File: config.mk
export PLATFORM = sky130hd
export DESIGN_NAME = signed_seq_mul_bcd
export DESIGN_NICKNAME = d
export VERILOG_FILES = /design/src/rtl/mul_pkg.sv /design/src/rtl/bin_to_bcd_seq.sv /design/src/rtl/signed_seq_mul_bcd.sv
export SDC_FILE = /design/constraint.sdc
export NUM_CORES = 1
export LEC_CHECK = 0
export CAP_MARGIN = 20
export CELL_PAD_IN_SITES_DETAIL_PLACEMENT = 0
export CELL_PAD_IN_SITES_GLOBAL_PLACEMENT = 1
export CORE_MARGIN = 2
export CORE_UTILIZATION = 41
export DETAILED_ROUTE_END_ITERATION = 16
export GPL_ROUTABILITY_DRIVEN = 0
export PLACE_DENSITY = 0.74
export SLEW_MARGIN = 20
export SYNTH_ARGS = -nofsm -noshare
export SYNTH_HDL_FRONTEND = slang
export SYNTH_HIERARCHICAL = 1
export SYNTH_SLANG_ARGS = --single-unit
File: constraint.sdc
create_clock -name clk -period 1.88 [get_ports clk]
set_input_delay 0.282 -clock clk [delete_from_list [all_inputs] [get_ports clk]]
set_output_delay 0.282 -clock clk [all_outputs]
set_load 0.01 [all_outputs]
File: src/rtl/mul_pkg.sv
// Shared types and constants for the signed sequential multiplier with BCD output.
// Segment vectors are active-low, bit 0 = segment a ... bit 6 = segment g.
package mul_pkg;

    typedef enum logic [1:0] {
        IDLE = 2'd0,
        MUL  = 2'd1,
        CONV = 2'd2,
        DONE = 2'd3
    } state_t;

    localparam logic [6:0] SEG_0     = 7'b1000000;
    localparam logic [6:0] SEG_1     = 7'b1111001;
    localparam logic [6:0] SEG_2     = 7'b0100100;
    localparam logic [6:0] SEG_3     = 7'b0110000;
    localparam logic [6:0] SEG_4     = 7'b0011001;
    localparam logic [6:0] SEG_5     = 7'b0010010;
    localparam logic [6:0] SEG_6     = 7'b0000010;
    localparam logic [6:0] SEG_7     = 7'b1111000;
    localparam logic [6:0] SEG_8     = 7'b0000000;
    localparam logic [6:0] SEG_9     = 7'b0010000;
    localparam logic [6:0] SEG_BLANK = 7'b1111111;

    function automatic logic [6:0] seg_decode(input logic [3:0] digit);
        logic [6:0] seg;
        case (digit)
            4'd0:    seg = SEG_0;
            4'd1:    seg = SEG_1;
            4'd2:    seg = SEG_2;
            4'd3:    seg = SEG_3;
            4'd4:    seg = SEG_4;
            4'd5:    seg = SEG_5;
            4'd6:    seg = SEG_6;
            4'd7:    seg = SEG_7;
            4'd8:    seg = SEG_8;
            4'd9:    seg = SEG_9;
            default: seg = SEG_BLANK;
        endcase
        return seg;
    endfunction

endpackage

File: src/rtl/bin_to_bcd_seq.sv
// Sequential double-dabble: load latches the binary value, then one bit is shifted
// in per cycle; done flags the final step and bcd carries that step's result.
module bin_to_bcd_seq #(
    parameter int W      = 9,
    parameter int DIGITS = 3
) (
    input  logic                  clk,
    input  logic                  rst,
    input  logic                  load,
    input  logic [W-1:0]          bin,
    output logic                  done,
    output logic [4*DIGITS-1:0]   bcd
);

    localparam int CW = $clog2(W + 1);

    logic [W-1:0]        bin_r;
    logic [4*DIGITS-1:0] bcd_r;
    logic [CW-1:0]       cnt_r;
    logic                run_r;

    logic [4*DIGITS-1:0] adj_s;
    logic [4*DIGITS-1:0] shifted_s;
    logic                done_s;
    logic                unused_msb_s;

    // Add-3 correction on every digit, then shift the next binary bit in.
    always_comb begin
        adj_s = bcd_r;
        for (int i = 0; i < DIGITS; i++) begin
            if (bcd_r[4*i +: 4] >= 4'd5) begin
                adj_s[4*i +: 4] = bcd_r[4*i +: 4] + 4'd3;
            end else begin
                adj_s[4*i +: 4] = bcd_r[4*i +: 4];
            end
        end
        shifted_s = {adj_s[4*DIGITS-2:0], bin_r[W-1]};
        done_s    = run_r && (cnt_r == CW'(W - 1));
    end

    // The top digit's MSB can never be set when DIGITS is large enough for W bits.
    assign unused_msb_s = adj_s[4*DIGITS-1];

    // Conversion state: binary shifter, BCD accumulator and step counter.
    always_ff @(posedge clk or negedge rst) begin
        if (!rst) begin
            bin_r <= '0;
            bcd_r <= '0;
            cnt_r <= '0;
            run_r <= 1'b0;
        end else if (load) begin
            bin_r <= bin;
            bcd_r <= '0;
            cnt_r <= '0;
            run_r <= 1'b1;
        end else if (run_r) begin
            bin_r <= {bin_r[W-2:0], 1'b0};
            bcd_r <= shifted_s;
            cnt_r <= cnt_r + CW'(1);
            run_r <= !done_s;
        end else begin
            bin_r <= bin_r;
            bcd_r <= bcd_r;
            cnt_r <= cnt_r;
            run_r <= run_r;
        end
    end

    assign done = done_s;
    assign bcd  = shifted_s;

endmodule

File: src/rtl/signed_seq_mul_bcd.sv
// Signed shift-and-add multiplier with sequential BCD conversion of the magnitude.
// Define MUL_SEVEN_SEG_EN to add the registered active-low DISPLAYS output.
module signed_seq_mul_bcd
    import mul_pkg::*;
#(
    parameter int N      = 5,
    parameter int DIGITS = 3
) (
    input  logic                  clk,
    input  logic                  rst,
    input  logic                  start,
    input  logic [N-1:0]          A,
    input  logic [N-1:0]          B,
    output logic                  busy,
    output logic                  ready,
    output logic                  neg,
    output logic [2*N-2:0]        mag,
    output logic [4*DIGITS-1:0]   bcd
`ifdef MUL_SEVEN_SEG_EN
    ,
    output logic [7*DIGITS-1:0]   DISPLAYS
`endif
);

    localparam int W  = 2*N - 1;
    localparam int CW = $clog2(N + 1);

    state_t              state_r;
    state_t              state_nxt;
    logic [CW-1:0]       cnt_r;
    logic [W-1:0]        mcand_r;
    logic [N-1:0]        mplier_r;
    logic [W-1:0]        acc_r;
    logic                sign_r;
    logic                busy_r;
    logic                ready_r;
    logic                neg_r;
    logic [W-1:0]        mag_r;
    logic [4*DIGITS-1:0] bcd_r;

    logic [N-1:0]        abs_a_s;
    logic [N-1:0]        abs_b_s;
    logic [W-1:0]        acc_add_s;
    logic                last_mul_s;
    logic                conv_load_s;
    logic                conv_done_s;
    logic [4*DIGITS-1:0] conv_bcd_s;

    // Operand magnitudes and one shift-and-add step; -2^(N-1) maps to 2^(N-1) unsigned.
    always_comb begin
        abs_a_s    = A[N-1] ? (-A) : A;
        abs_b_s    = B[N-1] ? (-B) : B;
        acc_add_s  = mplier_r[0] ? (acc_r + mcand_r) : acc_r;
        last_mul_s = (cnt_r == CW'(N - 1));
    end

    // Next-state logic; the converter is loaded with the final product on the last MUL step.
    always_comb begin
        state_nxt   = state_r;
        conv_load_s = 1'b0;
        case (state_r)
            IDLE: begin
                if (start) begin
                    state_nxt = MUL;
                end else begin
                    state_nxt = IDLE;
                end
            end
            MUL: begin
                if (last_mul_s) begin
                    state_nxt   = CONV;
                    conv_load_s = 1'b1;
                end else begin
                    state_nxt = MUL;
                end
            end
            CONV: begin
                if (conv_done_s) begin
                    state_nxt = DONE;
                end else begin
                    state_nxt = CONV;
                end
            end
            DONE:    state_nxt = IDLE;
            default: state_nxt = IDLE;
        endcase
    end

    bin_to_bcd_seq #(
        .W      (W),
        .DIGITS (DIGITS)
    ) u_conv (
        .clk  (clk),
        .rst  (rst),
        .load (conv_load_s),
        .bin  (acc_add_s),
        .done (conv_done_s),
        .bcd  (conv_bcd_s)
    );

    // State register, handshake flags, multiply datapath and held results.
    always_ff @(posedge clk or negedge rst) begin
        if (!rst) begin
            state_r  <= IDLE;
            cnt_r    <= '0;
            mcand_r  <= '0;
            mplier_r <= '0;
            acc_r    <= '0;
            sign_r   <= 1'b0;
            busy_r   <= 1'b0;
            ready_r  <= 1'b0;
            neg_r    <= 1'b0;
            mag_r    <= '0;
            bcd_r    <= '0;
        end else begin
            state_r <= state_nxt;
            busy_r  <= (state_nxt != IDLE);
            ready_r <= (state_nxt == DONE);
            case (state_r)
                IDLE: begin
                    if (start) begin
                        mcand_r  <= {{(N-1){1'b0}}, abs_a_s};
                        mplier_r <= abs_b_s;
                        acc_r    <= '0;
                        sign_r   <= A[N-1] ^ B[N-1];
                        cnt_r    <= '0;
                    end
                end
                MUL: begin
                    acc_r    <= acc_add_s;
                    mcand_r  <= {mcand_r[W-2:0], 1'b0};
                    mplier_r <= {1'b0, mplier_r[N-1:1]};
                    cnt_r    <= cnt_r + CW'(1);
                end
                CONV: begin
                    if (conv_done_s) begin
                        mag_r <= acc_r;
                        bcd_r <= conv_bcd_s;
                        neg_r <= sign_r & (|acc_r);
                    end
                end
                default: begin
                    cnt_r <= cnt_r;
                end
            endcase
        end
    end

    assign busy  = busy_r;
    assign ready = ready_r;
    assign neg   = neg_r;
    assign mag   = mag_r;
    assign bcd   = bcd_r;

`ifdef MUL_SEVEN_SEG_EN
    logic [7*DIGITS-1:0] disp_r;

    // Segment decode registered together with the BCD result.
    always_ff @(posedge clk or negedge rst) begin
        if (!rst) begin
            disp_r <= {DIGITS{SEG_0}};
        end else if ((state_r == CONV) && conv_done_s) begin
            for (int i = 0; i < DIGITS; i++) begin
                disp_r[7*i +: 7] <= seg_decode(conv_bcd_s[4*i +: 4]);
            end
        end else begin
            disp_r <= disp_r;
        end
    end

    assign DISPLAYS = disp_r;
`endif

endmodule
==> results of run 1 <==
==> registers in the layout, summed over array words and instances (netlist names) <==
name	flops
bcd	12
u_conv/bcd_r	12
acc_r	9
mag	9
mcand_r	9
u_conv/bin_r	9
mplier_r	5
u_conv/cnt_r	4
cnt_r	3
state_r	2
busy	1
neg	1
ready	1
sign_r	1
u_conv/run_r	1
==> layout by cell type (no fill, tap or decap), types with 6 or more instances in the layout <==
master	netlist	final
nand2_1	111	111
a22o_1	11	11
a22oi_1	6	6
nor2_1	23	22
xnor2_1	11	10
o21ai_0	30	26
ha_1	20	17
nor2b_1	7	7
mux2_2	8	7
buf_4	5	45
dfrtp_1	79	78
inv_1	16	16
mux2i_1	13	13
a21oi_1	18	17
xor2_1	7	7
nand2b_1	10	10
clkbuf_8	0	11
clkdlybuf4s50_1	0	35
o21ai_1	2	6
==> report_power, final <==
group          leakage [nW]  internal, mW  switching [mW]
Clock                0.0854         0.537           0.584
Sequential            0.996          2.32           0.515
Combinational          1.39          2.09            2.08
==> timing repair <==
item,4_1_cts,5_1_grt
pin swaps,6,8
hold buffers,1,0
buffers inserted,2,3
endpoints found under the setup margin,4,13
resized for setup,4,16
endpoints found under the hold margin,33,0
==> how the worst min path moves through the flow <==
stage,startpoint,endpoint,cells after the start,slack (ns)
2_1_floorplan,rst,acc_r[0]$_DFFE_PN0P_,0,-0.01
3_3_place_gp,rst,bcd[7]$_DFFE_PN0P_,1,0.27
3_5_place_dp,rst,bcd[7]$_DFFE_PN0P_,1,0.27
4_1_cts,rst,bcd[7]$_DFFE_PN0P_,2,0.43
5_1_grt,rst,bcd[5]$_DFFE_PN0P_,2,0.45
6_report,rst,bcd[5]$_DFFE_PN0P_,2,0.42
==> routing by layer <==
metal	global-route usage (%)	wire length (µm)
met4	6.77	165
met1	24.5	4380
met5	0	0
met2	28.8	4360
met3	2.76	235
==> layout make-up <==
cell class,count,area [µm²],share of cell area (%)
clock buffers,13,159,2.99
clock inverters,1,5.00,0.0940
inverters,17,63.8,1.20
multi-input cells,332,2200,41.3
flip-flops and latches,79,1980,37.2
well taps,136,170,3.20
repair buffers,84,749,14.1
==> stage by stage <==
step	instance area [µm²]	instances
after global routing	5320	662
after global placement	5020	642
after CTS	5210	659
after floorplan	4270	451
after detailed placement	5020	642
final	5320	662
==> kinds of logic after synthesis <==
family,synth area share (%)
adders and majority gates,6.33
muxes,5.16
and+or+nand+nor,18.1
AOI/OAI and AO/OA,15.9
DFF,46.3
buffers and inverters,4.49
xor gates and xnor gates,3.69
==> critical path: cells and delay by family, from the launching register on <==
kind / cells / cell delay [ns]
XOR/XNOR: 1 / 0.14
flip-flops: 1 / 0.42
AO/OA/AOI/OAI: 2 / 0.12
adder cells (fa/ha/maj): 2 / 0.58
AND/OR/NAND/NOR: 4 / 0.59
==> out/summary.md, run 1 <==
The first detailed-routing pass took 4 iterations. The sequential fraction of the synthesis area was 46.3%. The Yosys step of the flow raised 6 warnings. Buffers inserted during clock tree synthesis total 9. After detailed routing, the average wire length per cell comes to 13.8 µm. The tools report the remaining max-slew budget at the tightest pin as 54.0%.

The leakage power summed over all cells is 2.47 nW, and the shortest period the worst path allows is 1.95 ns. The final critical path takes up 104% of the cycle. The tool flagged a number of max-cap violations equal to 0.

The fraction of final layout cells with drive strength greater than 1 was 17.5%. For this design, the slowest cell found on the critical path is dfrtp_1. The starting density of the core is 41.7%. The start point of the critical path is acc_r[0]$_DFFE_PN0P_.

The via count of the first global-routing pass was 3251. The tools report the maximum vdd drop as 0.502 mV. For this design the ratio of total power to cell area is 1530 nW/µm². The critical register-to-register path endpoint was u_conv/bin_r[8]$_DFFE_PN0P_. The largest fanout on the critical path was 3; the reg-to-reg setup timing slack was -0.07 ns.

The total DRC errors in the routed layout was 0; the number of enable flip-flop cells after synthesis was 0. Synthesis produced 451 cells. The total number of H-tree levels came out at 3.

TritonCTS built the clock tree. The total area inside the core boundary comes to 10200 µm². For the number of slew-limit violations in the final report, the log shows 0. The final reports fail on setup timing. Pin placement for this block handled 37 I/O pins.

The logs give 0 for the initial antenna violation count and -0.216 ns for the total negative setup slack. For the distinct cell type count of the synthesized netlist, the log shows 49. Number of endpoints with negative hold slack in the final report: 0. The first routing iteration left 97 violations.

The floorplan has 37 rows. After synthesis the netlist holds a flip-flop and latch count of 79. Sorting the synthesized cells by area gives the leading types as dfrtp_1 (46%), nand2_1 (9.8%), ha_1 (5.9%), o21ai_0 (3.5%), mux2i_1 (3.0%). The run finished, with violations left. 0 antenna diodes ended up in the layout. The global routing usage summed across all routing layers is 17.9%.

Summed over all nets, the half-perimeter wirelength after detailed placement is 6600 µm. In the post-synthesis netlist, the cell with the most instances is nand2_1. Die boundary height: 106 µm. The layout net count is 557.

The number of nets handed over by synthesis was 485. STA classifies the critical path endpoint as a flip-flop. The final hold slack is 0.421 ns, and the maximum buffer depth of the clock tree is 2. The path class of the tightest hold or removal check is in -> async. The most critical setup path has its endpoint at u_conv/bin_r[8]$_DFFE_PN0P_.

Reg-to-reg critical path startpoint: acc_r[0]$_DFFE_PN0P_. For this run, the share of the core covered by cells in the final layout is 52.0%. The worst setup margin is -0.0738 ns. Walking the worst path, the cells encountered are ha_4 -> fa_2 -> nand3_4 -> a211oi_4 -> nor3_2 -> and3b_2 -> xor2_1 -> nand2_1 -> o21ai_1. The path depth of the worst reg2reg path works out to 9. The slew at the pin with the worst max-slew slack came out at 0.683 ns.

Counting the fill cells in the layout gives 961. Wires add up to 9140 µm. Of all cell types, the one taking the most synthesized area is dfrtp_1.

Summed over its instances, the top area cell type makes up 46.3% of the synthesized netlist area. For the endpoint arrival time on the critical path, the log shows 2.19 ns. Using the TritonRoute via totals, the vias-per-cell ratio works out to 5.07.

Before CTS, the worst setup slack after placement is -0.0711 ns. For the final database, setup skew stands at 0.00821 ns. The area growth from synthesis to layout works out to 24.7%.

By count the netlist is led by nand2_1 (111), dfrtp_1 (79), o21ai_0 (30), nor2_1 (23), ha_1 (20). The post-synthesis average cell area was 9.46 µm²; the register clock-pin slew on the reported worst setup and hold paths was 0.08 ns. The tools report the total of endpoints with negative setup slack in the final report as 4. The cell sitting at the root of the clock tree is a clkbuf_8. The first global-routing pass estimated 16100 µm of wire.

Input and output buffers added on the ports amount to 36. The tools report the area of the die as 11200 µm². The count of vias placed by the detailed router came out at 3357.

Counting every sink on the clock net gives 79. The worst stage delay on the critical path came out at 0.42 ns. The run gives 0.512 GHz as the timing-limited maximum frequency.

The worst setup path is launched from a flip-flop. The count of nets left with antenna violations once routing finished came out at 0. Overall power consumption after layout is estimated at 8.12 mW.

The worst-skew pair later-pin latency is 0.35 ns. The total global routing overflow is 0. In the synthesized netlist the async set-or-reset flop fraction comes to 100%.

For this run, the leading register cell type out of synthesis is dfrtp_1. Setup repair after global routing could not meet its margin everywhere. The chip width is 106 µm. The synthesized netlist occupies a cell area of 4270 µm². The maximum number of pins on one net before global-route repair came out at 36. The critical path start-end classification is reg -> reg. For the worst path required time, the log shows 2.12 ns.
(Power assumes the default switching activity.)
==> run 2, diff against run 1 <==
--- a/config.mk
+++ b/config.mk
@@ -11,7 +11,7 @@
 export CORE_MARGIN = 2
 export CORE_UTILIZATION = 41
 export DETAILED_ROUTE_END_ITERATION = 16
-export GPL_ROUTABILITY_DRIVEN = 0
+export HOLD_SLACK_MARGIN = 0.03
 export PLACE_DENSITY = 0.74
 export SLEW_MARGIN = 20
 export SYNTH_ARGS = -nofsm -noshare
==> results of run 2 <==
No change in the layout: final DEF, timing and power equal those of run 1.
==> RTL edit 1 (flow settings as in run 1) <==
Add a define of `MUL_SEVEN_SEG_EN`.
--- a/src/rtl/signed_seq_mul_bcd.sv
+++ b/src/rtl/signed_seq_mul_bcd.sv
@@ -1,5 +1,7 @@
 // Signed shift-and-add multiplier with sequential BCD conversion of the magnitude.
 // Define MUL_SEVEN_SEG_EN to add the registered active-low DISPLAYS output.
+`define MUL_SEVEN_SEG_EN
+
 module signed_seq_mul_bcd
     import mul_pkg::*;
 #(
Behaviour (old outputs only; new: DISPLAYS): unchanged (Yosys induction, for registers that start in step).
==> RTL edit 1 against run 1 <==
Setup slack worse by 25 ps. Sequential cell count up 21. Design area increased by 55%. Combinational power increased to 2.6 times the old value. The run still ends with negative setup slack left. Total power is 97% higher. Routed wire length increased by 52%. Area after synthesis is 31% higher. Clock skew is 1.5 ps lower. Highest routed layer unchanged. Critical path type unchanged. Synthesized cell count up 32%.
==> RTL edit 1: results (changes against run 1) <==
status: finished with violations (unchanged)
failing checks: negative setup slack (unchanged)
global-route wire length before repair: 22.9 mm (was 16.1 mm)
sequential fraction of the synthesis area: 44.9% (was 46.3%)
pre-CTS setup slack: -173 ps (was -71.1 ps)
largest net degree at the start of global routing: 40 (was 36)
critical path data arrival time: 2210 ps (was 2190 ps)
final wirelength: 13.9 mm (was 9.14 mm)
# setup viols final: 15 (was 4)
GR Util met3: 2.41% (was 2.76%)
Syn Nets: 646 (was 485)
routed len/inst: 14.7 um (was 13.8 um)
Sw Pwr: 6.47 mW (was 3.18 mW)
Synth top cells by count: 113 x nand2_1, 97 x dfrtp_1, 48 x o21ai_0, 37 x nor2_1, 35 x ha_1 (was 111 x nand2_1, 79 x dfrtp_1, 30 x o21ai_0, 23 x nor2_1, 20 x ha_1)
final setup margin: -98.4 ps (was -73.8 ps)
layout cells sized above 1: 35.0% (was 17.5%)
CP peak stage delay: 390 ps (was 420 ps)
GR met2 Demand/Resource: 32.6% (was 28.8%)
Peak VDD IR: 0.755 mV (was 0.502 mV)
Root Buffer: clkbuf_16 (was clkbuf_8)
RR Endpoint: DISPLAYS[10] (was u_conv/bin_r[8])
crit-path max FO: 4 (was 3)
total negative slack: -931 ps (was -216 ps)
Post-Place Cell Area: 7150 sq um (was 5020 sq um)
clk_skew: 6.76 ps (was 8.21 ps)
syn avg cell area: 9.36 sq um (was 9.46 sq um)
# nets final: 813 (was 557)
Fill cells: 1082 (was 961)
PortBufs: 57 (was 36)
RR Startpoint: u_conv/bcd_r[5] (was acc_r[0])
==> RTL edit 1: power by group through the flow <==
stage	Clock, mW	Sequential [mW]	Combinational (mW)
floorplan	0	3.50	4.59
global placement	0	3.47	7.78
detailed placement	0	3.50	7.93
CTS	1.84	3.50	9.04
global route	1.92	3.65	11.6
finish	1.78	3.55	10.7
==> RTL edit 1: cell type report <==
type / count / share of cell area [%]
multi-input cells: 438 / 41.9
flip-flops and latches: 100 / 30.5
inverters: 24 / 1.17
clock inverters: 4 / 0.289
repair buffers: 191 / 20.4
clock buffers: 12 / 3.11
well taps: 176 / 2.67
==> RTL edit 1: how the worst max path moves through the flow <==
stage / from / endpoint / slack [ps]
global route: u_conv/bcd_r[1] / DISPLAYS[11] / -220
global placement: u_conv/bcd_r[1] / DISPLAYS[3] / -140
detailed placement: u_conv/bcd_r[1] / DISPLAYS[3] / -170
floorplan: u_conv/bcd_r[4] / DISPLAYS[10] / -120
CTS: u_conv/bcd_r[5] / DISPLAYS[11] / -100
finish: u_conv/bcd_r[5] / DISPLAYS[10] / -100
==> RTL edit 1: layer usage <==
metal	vias up	wire, um
met2	75	6800
met3	17	321
li1	2406	-
met5	-	0
met4	0	303
met1	2340	6490
==> RTL edit 1: through the flow <==
step | util (%) | hold WS, ps | power [mW]
final | 62.0 | 466 | 16.0
after global placement | 53.7 | 312 | 11.2
after floorplan | - | -13.6 | 8.08
after detailed placement | 53.7 | 314 | 11.4
after CTS | 58.6 | 474 | 14.4
after global routing | 62.0 | 500 | 17.2
==> RTL edit 1: kinds of logic after synthesis <==
kind of cell	count (synthesis)	synth area share, %
and+or+nand+nor	210	17.2
AOI/OAI and AO/OA	149	17.4
DFF	100	44.9
buffers and inverters	59	4.90
adders and majority gates	36	8.20
muxes	23	4.28
xor gates and xnor gates	20	3.14
==> RTL edit 1: what timing repair did <==
item / CTS / global route
gates cloned: 0 / 0
buffers inserted: 10 / 14
hold buffers: 1 / 0
gates resized for setup: 67 / 85
hold endpoints to repair: 35 / 0
pin swaps: 30 / 46
endpoints found under the setup margin: 43 / 44
==> RTL edit 1: critical path, delay by kind of cell, from the launching register on <==
family | cells | cell delay, ps
xor+xnor | 1 | 140
fa+ha+maj | 2 | 430
buf+inv | 2 | 170
flops | 1 | 390
simple gates | 2 | 210
compound gates | 2 | 500
==> RTL edit 2 (config.mk and constraints of run 1) <==
Made on the original files. Encoding of `state_t`: now one-hot (4 bits for 4 states).
--- a/src/rtl/mul_pkg.sv
+++ b/src/rtl/mul_pkg.sv
@@ -2,11 +2,11 @@
 // Segment vectors are active-low, bit 0 = segment a ... bit 6 = segment g.
 package mul_pkg;
 
-    typedef enum logic [1:0] {
-        IDLE = 2'd0,
-        MUL  = 2'd1,
-        CONV = 2'd2,
-        DONE = 2'd3
+    typedef enum logic [3:0] {
+        IDLE = 4'b0001,
+        MUL  = 4'b0010,
+        CONV = 4'b0100,
+        DONE = 4'b1000
     } state_t;
 
     localparam logic [6:0] SEG_0     = 7'b1000000;
Behaviour: no difference found for any inputs over 10 cycles, from zero or initial values and one cycle with rst low; not proved beyond that.
==> RTL edit 2 against run 1 <==
Critical endpoint unchanged. Setup slack got worse by 89 ps. Area after synthesis increased by 0.56%. Count of clock-buffer cells in the layout fell by 1. Design area grew 3.2%. The run still ends with negative setup slack left. Cell count increased by 0.45%. Sequential cell count is 2 higher. Total power down 16%. Sequential share of layout area shrank 0.26 points. Routed wire length increased by 6.0%.
==> RTL edit 2: results (changes against run 1) <==
Peak VDD IR: 0.505 mV (was 0.502 mV)
Starting DRT DRC Count: 159 (was 97)
failing checks: negative setup slack (unchanged)
layout cells sized above 1: 21.2% (was 17.5%)
critical path data arrival time: 2290 ps (was 2190 ps)
routed len/inst: 14.6 um (was 13.8 um)
# nets final: 558 (was 557)
crit-path max FO: 2 (was 3)
Synth top cells by count: 102 x nand2_1, 80 x dfrtp_1, 27 x nor2_1, 25 x o21ai_0, 20 x ha_1 (was 111 x nand2_1, 79 x dfrtp_1, 30 x o21ai_0, 23 x nor2_1, 20 x ha_1)
Worst Hold Class: in -> async (unchanged)
total negative slack: -597 ps (was -216 ps)
global-route wire length before repair: 16.7 mm (was 16.1 mm)
leakage power: 2.52 nW (was 2.47 nW)
Post-Place Cell Area: 5110 sq um (was 5020 sq um)
largest net degree at the start of global routing: 35 (was 36)
hold slack: 410 ps (was 421 ps)
crit path launch: mcand_r[0] (was acc_r[0])
RR Endpoint: u_conv/bin_r[8] (unchanged)
status: finished with violations (unchanged)
clk_skew: 9.21 ps (was 8.21 ps)
main area contributors after synthesis: dfrtp_1 47%, nand2_1 8.9%, ha_1 5.8% (was dfrtp_1 46%, nand2_1 9.8%, ha_1 5.9%)
library cells used by synthesis: 55 (was 49)
Max transition margin: 54.6% (was 54.0%)
vias per inst: 5.20 (was 5.07)
Placed Instances: 644 (was 642)
syn avg cell area: 9.62 sq um (was 9.46 sq um)
Syn Nets: 480 (was 485)
Fill cells: 921 (was 961)
sequential fraction of the synthesis area: 47.3% (was 46.3%)
Total GRT Usage: 18.7% (was 17.9%)
synth-to-layout area growth: 28.0% (was 24.7%)
total number of vias: 3457 (was 3357)
Post-DP HPWL: 6.81 mm (was 6.60 mm)
Slowest cell on crit path: dfrtp_1 (unchanged)
CP peak stage delay: 400 ps (was 420 ps)
final setup margin: -162 ps (was -73.8 ps)
# setup viols final: 7 (was 4)
r2r setup slk: -160 ps (was -70 ps)
RTL edit 2: changes by cell type after synthesis, moves of 4 or more:
cell	run 1	this run
a221o_1	0	5
a22o_1	11	1
mux2_2	8	12
nand2_1	111	102
nand3_1	1	11
nor2_1	23	27
nor3_1	5	1
o21ai_0	30	25
RTL edit 2: cell type report:
class                      count  share of cell area [%]
clock buffer                  12                    2.82
sequential                    81                    36.9
clock inverter                 4                   0.934
timing repair buffer          87                    14.3
tap                          136                    3.10
multi-input combinational    326                    40.7
inverter                      19                    1.30
RTL edit 2: where the power goes:
group	total, mW	switching (mW)	internal (mW)
Clock	1.34	0.649	0.688
Combinational	2.83	1.44	1.39
Sequential	2.61	0.447	2.17
Total	6.78	2.53	4.25
RTL edit 2: worst max-delay path by stage:
| stage | endpoint | slack [ps] |
|---|---|---|
| 3_3_place_gp | u_conv/bin_r[8] | -130 |
| 5_1_grt | u_conv/bin_r[8] | -260 |
| 4_1_cts | u_conv/bin_r[8] | -130 |
| 6_report | u_conv/bin_r[8] | -160 |
| 3_5_place_dp | u_conv/bin_r[8] | -160 |
| 2_1_floorplan | u_conv/bin_r[8] | -130 |
RTL edit 2: layer usage:
layer	global-route usage [%]	up-vias	share of wire, %
met4	9.02	0	2.7
met1	24.1	1671	47
met2	31.0	57	48
met3	2.39	20	2.3
li1	-	1709	-
met5	0	-	0
RTL edit 2: timing repair:
action	4_1_cts	5_1_grt
pin swaps	8	11
endpoints found under the setup margin	6	14
hold endpoints to repair	29	0
buffers inserted	2	4
hold buffers	1	0
gates resized for setup	19	17
RTL edit 2: cells by family after synthesis:
group / synth area share, %
adders and majority gates: 6.30
DFF: 47.3
buffers and inverters: 4.02
muxes: 6.41
AOI/OAI and AO/OA: 13.4
xor gates and xnor gates: 3.67
and+or+nand+nor: 18.9
